File: src/rtl/vote_result_reader.sv
// Snapshots four candidate vote counts on start and streams them over valid/ready,
// publishing winner/tie when the readout completes. Define VOTE_TOTAL_EN for a 5th total beat.
module vote_result_reader #(
  parameter int CNT_W  = 8,
  parameter int DATA_W = 10
) (
  input  logic              clock,
  input  logic              reset,
  input  logic              mode,
  input  logic              start,
  input  logic [CNT_W-1:0]  candi1_count,
  input  logic [CNT_W-1:0]  candi2_count,
  input  logic [CNT_W-1:0]  candi3_count,
  input  logic [CNT_W-1:0]  candi4_count,
  output logic              rd_valid,
  input  logic              rd_ready,
  output logic [2:0]        rd_id,
  output logic [DATA_W-1:0] rd_data,
  output logic              rd_last,
  output logic              busy,
  output logic              result_done,
  output logic [1:0]        winner_id,
  output logic [CNT_W-1:0]  winner_count,
  output logic              tie
);

  typedef enum logic [1:0] {IDLE, SEND, DONE} state_t;

`ifdef VOTE_TOTAL_EN
  localparam logic [2:0] LAST_BEAT = 3'd4;
`else
  localparam logic [2:0] LAST_BEAT = 3'd3;
`endif

  state_t             state, next_state;
  logic [CNT_W-1:0]   snap [4];
  logic [2:0]         beat;
  logic [CNT_W-1:0]   max_r, nxt_max;
  logic [1:0]         id_r, nxt_id;
  logic               tie_r, nxt_tie;
  logic [CNT_W-1:0]   cur_cnt;
  logic               accept;
  logic               last_beat;

  assign cur_cnt   = snap[beat[1:0]];
  assign last_beat = (beat == LAST_BEAT);
  assign accept    = (state == SEND) && rd_ready;

  always_ff @(posedge clock or negedge reset) begin
    if (!reset) state <= IDLE;
    else        state <= next_state;
  end

  always_comb begin
    next_state = state;
    case (state)
      IDLE: if (start && mode) next_state = SEND;
      SEND: begin
        if (!mode)                     next_state = IDLE;
        else if (accept && last_beat)  next_state = DONE;
      end
      DONE:    next_state = IDLE;
      default: next_state = IDLE;
    endcase
  end

  // Running winner including the beat currently on the bus; the total beat leaves it untouched
  always_comb begin
    nxt_max = max_r;
    nxt_id  = id_r;
    nxt_tie = tie_r;
    if (beat == 3'd0) begin
      nxt_max = cur_cnt;
      nxt_id  = 2'd0;
      nxt_tie = 1'b0;
    end else if (beat < 3'd4) begin
      if (cur_cnt > max_r) begin
        nxt_max = cur_cnt;
        nxt_id  = beat[1:0];
        nxt_tie = 1'b0;
      end else if (cur_cnt == max_r) begin
        nxt_tie = 1'b1;
      end
    end
  end

  always_ff @(posedge clock or negedge reset) begin
    if (!reset) begin
      for (int i = 0; i < 4; i++) snap[i] <= '0;
      beat         <= '0;
      max_r        <= '0;
      id_r         <= '0;
      tie_r        <= 1'b0;
      winner_id    <= '0;
      winner_count <= '0;
      tie          <= 1'b0;
    end else begin
      case (state)
        IDLE: begin
          if (start && mode) begin
            snap[0] <= candi1_count;
            snap[1] <= candi2_count;
            snap[2] <= candi3_count;
            snap[3] <= candi4_count;
            beat    <= '0;
          end
        end
        SEND: begin
          if (!mode) begin
            beat <= '0;
          end else if (accept) begin
            max_r <= nxt_max;
            id_r  <= nxt_id;
            tie_r <= nxt_tie;
            if (last_beat) begin
              winner_id    <= nxt_id;
              winner_count <= nxt_max;
              tie          <= nxt_tie;
            end else begin
              beat <= beat + 3'd1;
            end
          end
        end
        DONE:    beat <= '0;
        default: beat <= '0;
      endcase
    end
  end

  assign rd_valid    = (state == SEND);
  assign busy        = (state == SEND);
  assign result_done = (state == DONE);
  assign rd_id       = beat;
  assign rd_last     = (state == SEND) && last_beat;

`ifdef VOTE_TOTAL_EN
  always_comb begin
    if (beat == 3'd4)
      rd_data = DATA_W'(snap[0]) + DATA_W'(snap[1]) + DATA_W'(snap[2]) + DATA_W'(snap[3]);
    else
      rd_data = DATA_W'(cur_cnt);
  end
`else
  assign rd_data = DATA_W'(cur_cnt);
`endif

endmodule

File: config.mk
export PLATFORM = sky130hd
export DESIGN_NAME = vote_result_reader
export DESIGN_NICKNAME = d
export VERILOG_FILES = /design/src/rtl/vote_result_reader.sv
export SDC_FILE = /design/constraint.sdc
export NUM_CORES = 1
export LEC_CHECK = 0
export ABC_AREA = 1
export CORE_UTILIZATION = 40
export DETAILED_ROUTE_END_ITERATION = 8
export HOLD_SLACK_MARGIN = 0.06
export PLACE_DENSITY = 0.62
export RECOVER_POWER = 100
export SKIP_CTS_REPAIR_TIMING = 1
export SLEW_MARGIN = 0
export SYNTH_ARGS = -nofsm -noshare
export SYNTH_HDL_FRONTEND = slang
export SYNTH_SLANG_ARGS = --single-unit
export TNS_END_PERCENT = 30
File: constraint.sdc
create_clock -name clock -period 2.73 [get_ports clock]
set_input_delay 0.4095 -clock clock [delete_from_list [all_inputs] [get_ports clock]]
set_output_delay 0.4095 -clock clock [all_outputs]
set_load 0.01 [all_outputs]
# --- Word level (Yosys, flattened, before mapping) ---
# Cells that the tools add are included.
word_totals:
  reg_bits: 59
  inputBits: 37
  wordCells: 58
op_classes:
  n_addsub: 1
  magnitude_cmp: 3
  n_eq_ne: 8
  mux: 22
  bitwise_logic: 1
  n_reduce_logical: 11
ops:
  columns: ["op", "n"]
  rows:
  - ["$mux 8", 5]
  - ["$bmux 8 s2", 1]
  - ["$mux 2", 6]
  - ["$mux 3", 4]
  - ["$eq 8x8->1", 1]
  - ["$gt 8x8->1", 1]
  - ["$ne 3x2->1 const B", 2]
  - ["$pmux 3 s2", 1]
  - ["$reduce_and 3->1", 2]
  - ["$logic_and 1x1->1", 4]
  - ["$mux 1", 4]
  - ["$pmux 2 s2", 1]
  - ["$reduce_and 2->1", 2]
  - ["$reduce_and 4->1", 1]
  - ["$add 3x1->3 const B", 1]
  - ["$eq 3x2->1 const B", 1]
  - ["$ge 3x3->1 const B", 1]
  - ["$logic_not 3->1", 1]
  - ["$lt 3x3->1 const B", 1]
  - ["$ne 3x3->1 const B", 1]
  - ["$not 2->3", 1]
  - ["$eq 2x1->1 const B", 1]
  - ["$eq 2x2->1 const B", 1]
  - ["$logic_not 2->1", 1]
  - ["$ne 2x2->1 const B", 1]

# --- Logic depth before layout (Yosys ltp) ---
logic_depth:
  word_depth: 9
  mapped_depth: 19
  ltp_nobuf: 18

# --- Worst setup path before layout ---
# No wires, ideal clock.
synth_timing:
  path_type: "register to register"
  start: "register beat[0] (netlist: rd_id[0])"
  end: "register max_r[0]"
  arrival_ns: 2.122
  required_ns: 2.611
  path_slack_ns: 0.489
  path_stages_with_launch: 15
  n_path_buf: 3
  period_less_slack_ns: 2.241
  cell_sequence: "dfrtp_1 -> buf_4 -> buf_6 -> a21oi_1 -> o21ai_1 -> and2_4 -> ha_1 -> a21o_1 -> nor2_1 -> nand2_2 -> nand2_4 -> buf_8 -> nand3_2 -> nand3_1 -> nand2_1"
synth_via:
  elab_chain_len: 8
  word_cells_on_any_way: 10
synth_rtl:
  columns: ["element", "line_no", "text"]
  rows:
  - ["from (decl)", "37", "logic [2:0] beat;"]
  - ["from (signal assigned)", "120", "beat <= beat + 3'd1;"]
  - ["$not 2->3 (implied by the code)", "45", "assign cur_cnt = snap[beat[1:0]];"]
  - ["$bmux 8 s2", "45", null]
  - ["$mux 8 (implied by the code) (2 in series)", "45", null]
  - ["named net rd_data[7]", "18", "output logic [DATA_W-1:0] rd_data,"]
  - ["$gt 8x8->1", "77", "if (cur_cnt > max_r) begin"]
  - ["$mux 8", "77", null]
  - ["$mux 8", "76", "end else if (beat < 3'd4) begin"]
  - ["$mux 8", "72", "if (beat == 3'd0) begin"]
  - ["to (signal assigned)", "112", "max_r <= nxt_max;"]
  - ["to (decl)", "38", "logic [CNT_W-1:0] max_r, nxt_max;"]
# The timed path passes the listed nets, and every way through them passes these cells. The select of a mux whose other input is x is not followed.
# A chain may end at the register's enable or synchronous reset.

# --- Final worst setup path ---
layout_timing:
  start: "register beat[0] (netlist: rd_id[0])"
  end: "output rd_last"
layout_via:
  elab_chain_len: 2
layout_rtl:
  columns: ["element", "line_no", "text"]
  rows:
  - ["$eq 3x2->1", "46", "assign last_beat = (beat == LAST_BEAT);"]
  - ["$logic_and 1x1->1", "134", "assign rd_last = (state == SEND) && last_beat;"]
  - ["to (decl)", "19", "output logic rd_last,"]
# Every way passes these cells.

==> results.sh <==
export IMPL_cp_max_fo=10
export IMPL_hold_ws_ns=0.411
export IMPL_overflow=0
export IMPL_cts_buffers=9
export IMPL_ys_seq_elements=59
export IMPL_area_growth_synth_to_final_pct=27.7
export IMPL_yosys_warnings=0
export IMPL_design_area_mm2=0.00403
export IMPL_rows=32
export IMPL_p_leak_nw=1.96
export IMPL_layout_cells_non_filler=515
export IMPL_place_gp_congestion=0.853
export IMPL_worstReg2RegStart="rd_id[0]"
export IMPL_vdd_drop_max_v=0.000308
export IMPL_crit_type="reg -> out"
export IMPL_n_antenna_cell=0
export IMPL_ys_seq_area_frac=0.468
export IMPL_worst_pin_slew_ns=1.48
export IMPL_setup_viol=0
export IMPL_place_area_mm2=0.00382
export IMPL_fin_crit_sh=0.915
export IMPL_power_w=0.00312
export IMPL_htree_levels=3
export IMPL_critPathCaptureType="output pin"
export IMPL_synth_cells=346
export IMPL_period_needed_ns=2.50
export IMPL_p_per_area_mw_per_mm2=774
export IMPL_pin_count=65
export IMPL_yosys_area_top_type="dfrtp_1"
export IMPL_status="complete, no violations"
export IMPL_setup_tns_ns=0
export IMPL_die_h_um=90.8
export IMPL_drv_slew=0
export IMPL_drc_errors=0
export IMPL_dp_cells=499
export IMPL_routed_wl_mm=6.45
export IMPL_syn_area_per_cell_um2=9.12
export IMPL_drt_pass1_iterations=4
export IMPL_die_w_um=90.8
export IMPL_ff2ff_path_depth=13
export IMPL_cts_buffer_depth=2
export IMPL_clock_latency_ns=0.34
export IMPL_wl_per_cell_um=12.5
export IMPL_r2r_end="winner_count[7]"
export IMPL_dp_hpwl_mm=4.99
export IMPL_dieArea_mm2=0.00824
export IMPL_grt_use_total=0.173
export IMPL_grt_antenna_before_repair=0
export IMPL_regArea_mm2=0.00148
export IMPL_avgViaCountPerCell=4.74
export IMPL_drt_iter0_markers=103
export IMPL_n_fill_cell=730
export IMPL_final_cell_mix="nand2_1 (86), dfrtp_1 (58), clkdlybuf4s50_1 (38)"
export IMPL_min_path_type="in -> async"
export IMPL_grt_pass1_wl_mm=11.3
export IMPL_ys_types=31
export IMPL_required_ns=2.32
export IMPL_cap_viol_max_count=0
export IMPL_cts_root_buf="clkbuf_8"
export IMPL_io_buffers=62
export IMPL_start_util=0.410
export IMPL_start_kind="register"
export IMPL_arrival_ns=2.09
export IMPL_coreArea_mm2=0.00769
export IMPL_drive_gt1_frac=0.131
export IMPL_fin_nets=456
export IMPL_multi_input_area_mm2=0.00139
export IMPL_ff2ff_setup_slack_ns=0.31
export IMPL_slew_limit_headroom=0.0133
export IMPL_synth_top_area_share=0.468
export IMPL_synth_area_leaders="dfrtp_1 (47%), nand2_1 (10%), mux2_1 (8.2%)"
export IMPL_finalHoldViolCount=0
export IMPL_vias=2443
export IMPL_grt_pass1_vias=2405
export IMPL_finClkSkew_ns=0.00912
export IMPL_fmax_mhz=400
export IMPL_rsz0062_at_grt="no"
export IMPL_syn_area_mm2=0.00315
export IMPL_layout_commonest_cell="nand2_1"
export IMPL_grt_start_max_net_pins=42
export IMPL_path_clk_slew_ns=0.07
export IMPL_cts_tree="built"
export IMPL_clock_sinks=59
export IMPL_ant_nets=0
export IMPL_crit_start="rd_id[0]"
## power by group
| part | internal [W] | switching, W |
|---|---|---|
| clock network | 0.000562 | 0.000344 |
| registers | 0.00105 | 0.0000970 |
| logic | 0.000443 | 0.000625 |
| total | 0.00205 | 0.00107 |
## cells in the mapped netlist
master and count:
inv_1 32, dfrtp_1 59, o22ai_1 1, nand3_2 9, nand2_1 85, a21o_1 1, inv_2 8, buf_2 3
clkbuf_1 2, mux2_2 1, buf_4 7, mux2_1 23, buf_8 1, and2_4 3, ha_1 11, nand4_1 4
and2_1 5, clkinv_1 1, nand2_2 7, a31o_2 1, nor2_2 1, nand2_4 2, buf_6 4, conb_1 1
o21ai_1 7, a21oi_1 18, nor2_1 12, a31oi_4 1, o21ai_0 5, nor2_4 3, nand3_1 28
## worst max path at each step
stage	endpoint	slack, ns
after global routing	winner_count[7]	0.02
after floorplan	max_r[0]	0.49
final	rd_last	0.23
after global placement	winner_count[7]	0.26
after detailed placement	winner_count[7]	0.22
after CTS	rd_last	0.1
## metal layers
| metal | GRT usage | vias to the layer above | routed length (um) |
|---|---|---|---|
| met1 | 0.228 | 1140 | 3150 |
| li1 | - | 1233 | - |
| met3 | 0.0556 | 9 | 292 |
| met2 | 0.275 | 61 | 2940 |
| met4 | 0.0410 | 0 | 63 |
| met5 | 0 | - | 0 |
## through the flow
step / setup WS [ns] / util
detailed placement: 0.218 / 0.496
global placement: 0.263 / 0.496
finish: 0.233 / 0.524
floorplan: 0.489 / -
CTS: 0.0954 / 0.526
global route: 0.0236 / 0.524
## cell families after synthesis
kind of cell,count (synthesis),share of synthesized area
fa+ha+maj,11,0.0436
buf+inv,58,0.0916
mux,24,0.0857
other cells,1,0.00119
simple gates,159,0.248
compound gates,34,0.0615
flops,59,0.468
## critical path: stages, from the launching register on
cell and delay, ns:
dfrtp_1 0.40, buf_4 0.18, ha_1 0.20, ha_1 0.19, inv_1 0.13, nor2_1 0.06
dlygate4sd3_1 0.60
## state kept, by name, summed over array words and instances, names as in the netlist
register	cells
winner_id	2
tie	1
max_r	8
snap	32
rd_id	3
state	2
winner_count	8
id_r	2
tie_r	1
## final cells by class
| type | count | area share |
|---|---|---|
| multi-input cells | 230 | 0.346 |
| clock inverters | 4 | 0.0180 |
| repair buffers | 67 | 0.161 |
| inverters | 41 | 0.0382 |
| flip-flops and latches | 59 | 0.367 |
| well taps | 102 | 0.0317 |
| clock buffers | 12 | 0.0385 |
Note: power is estimated with default switching activity, not from simulation.
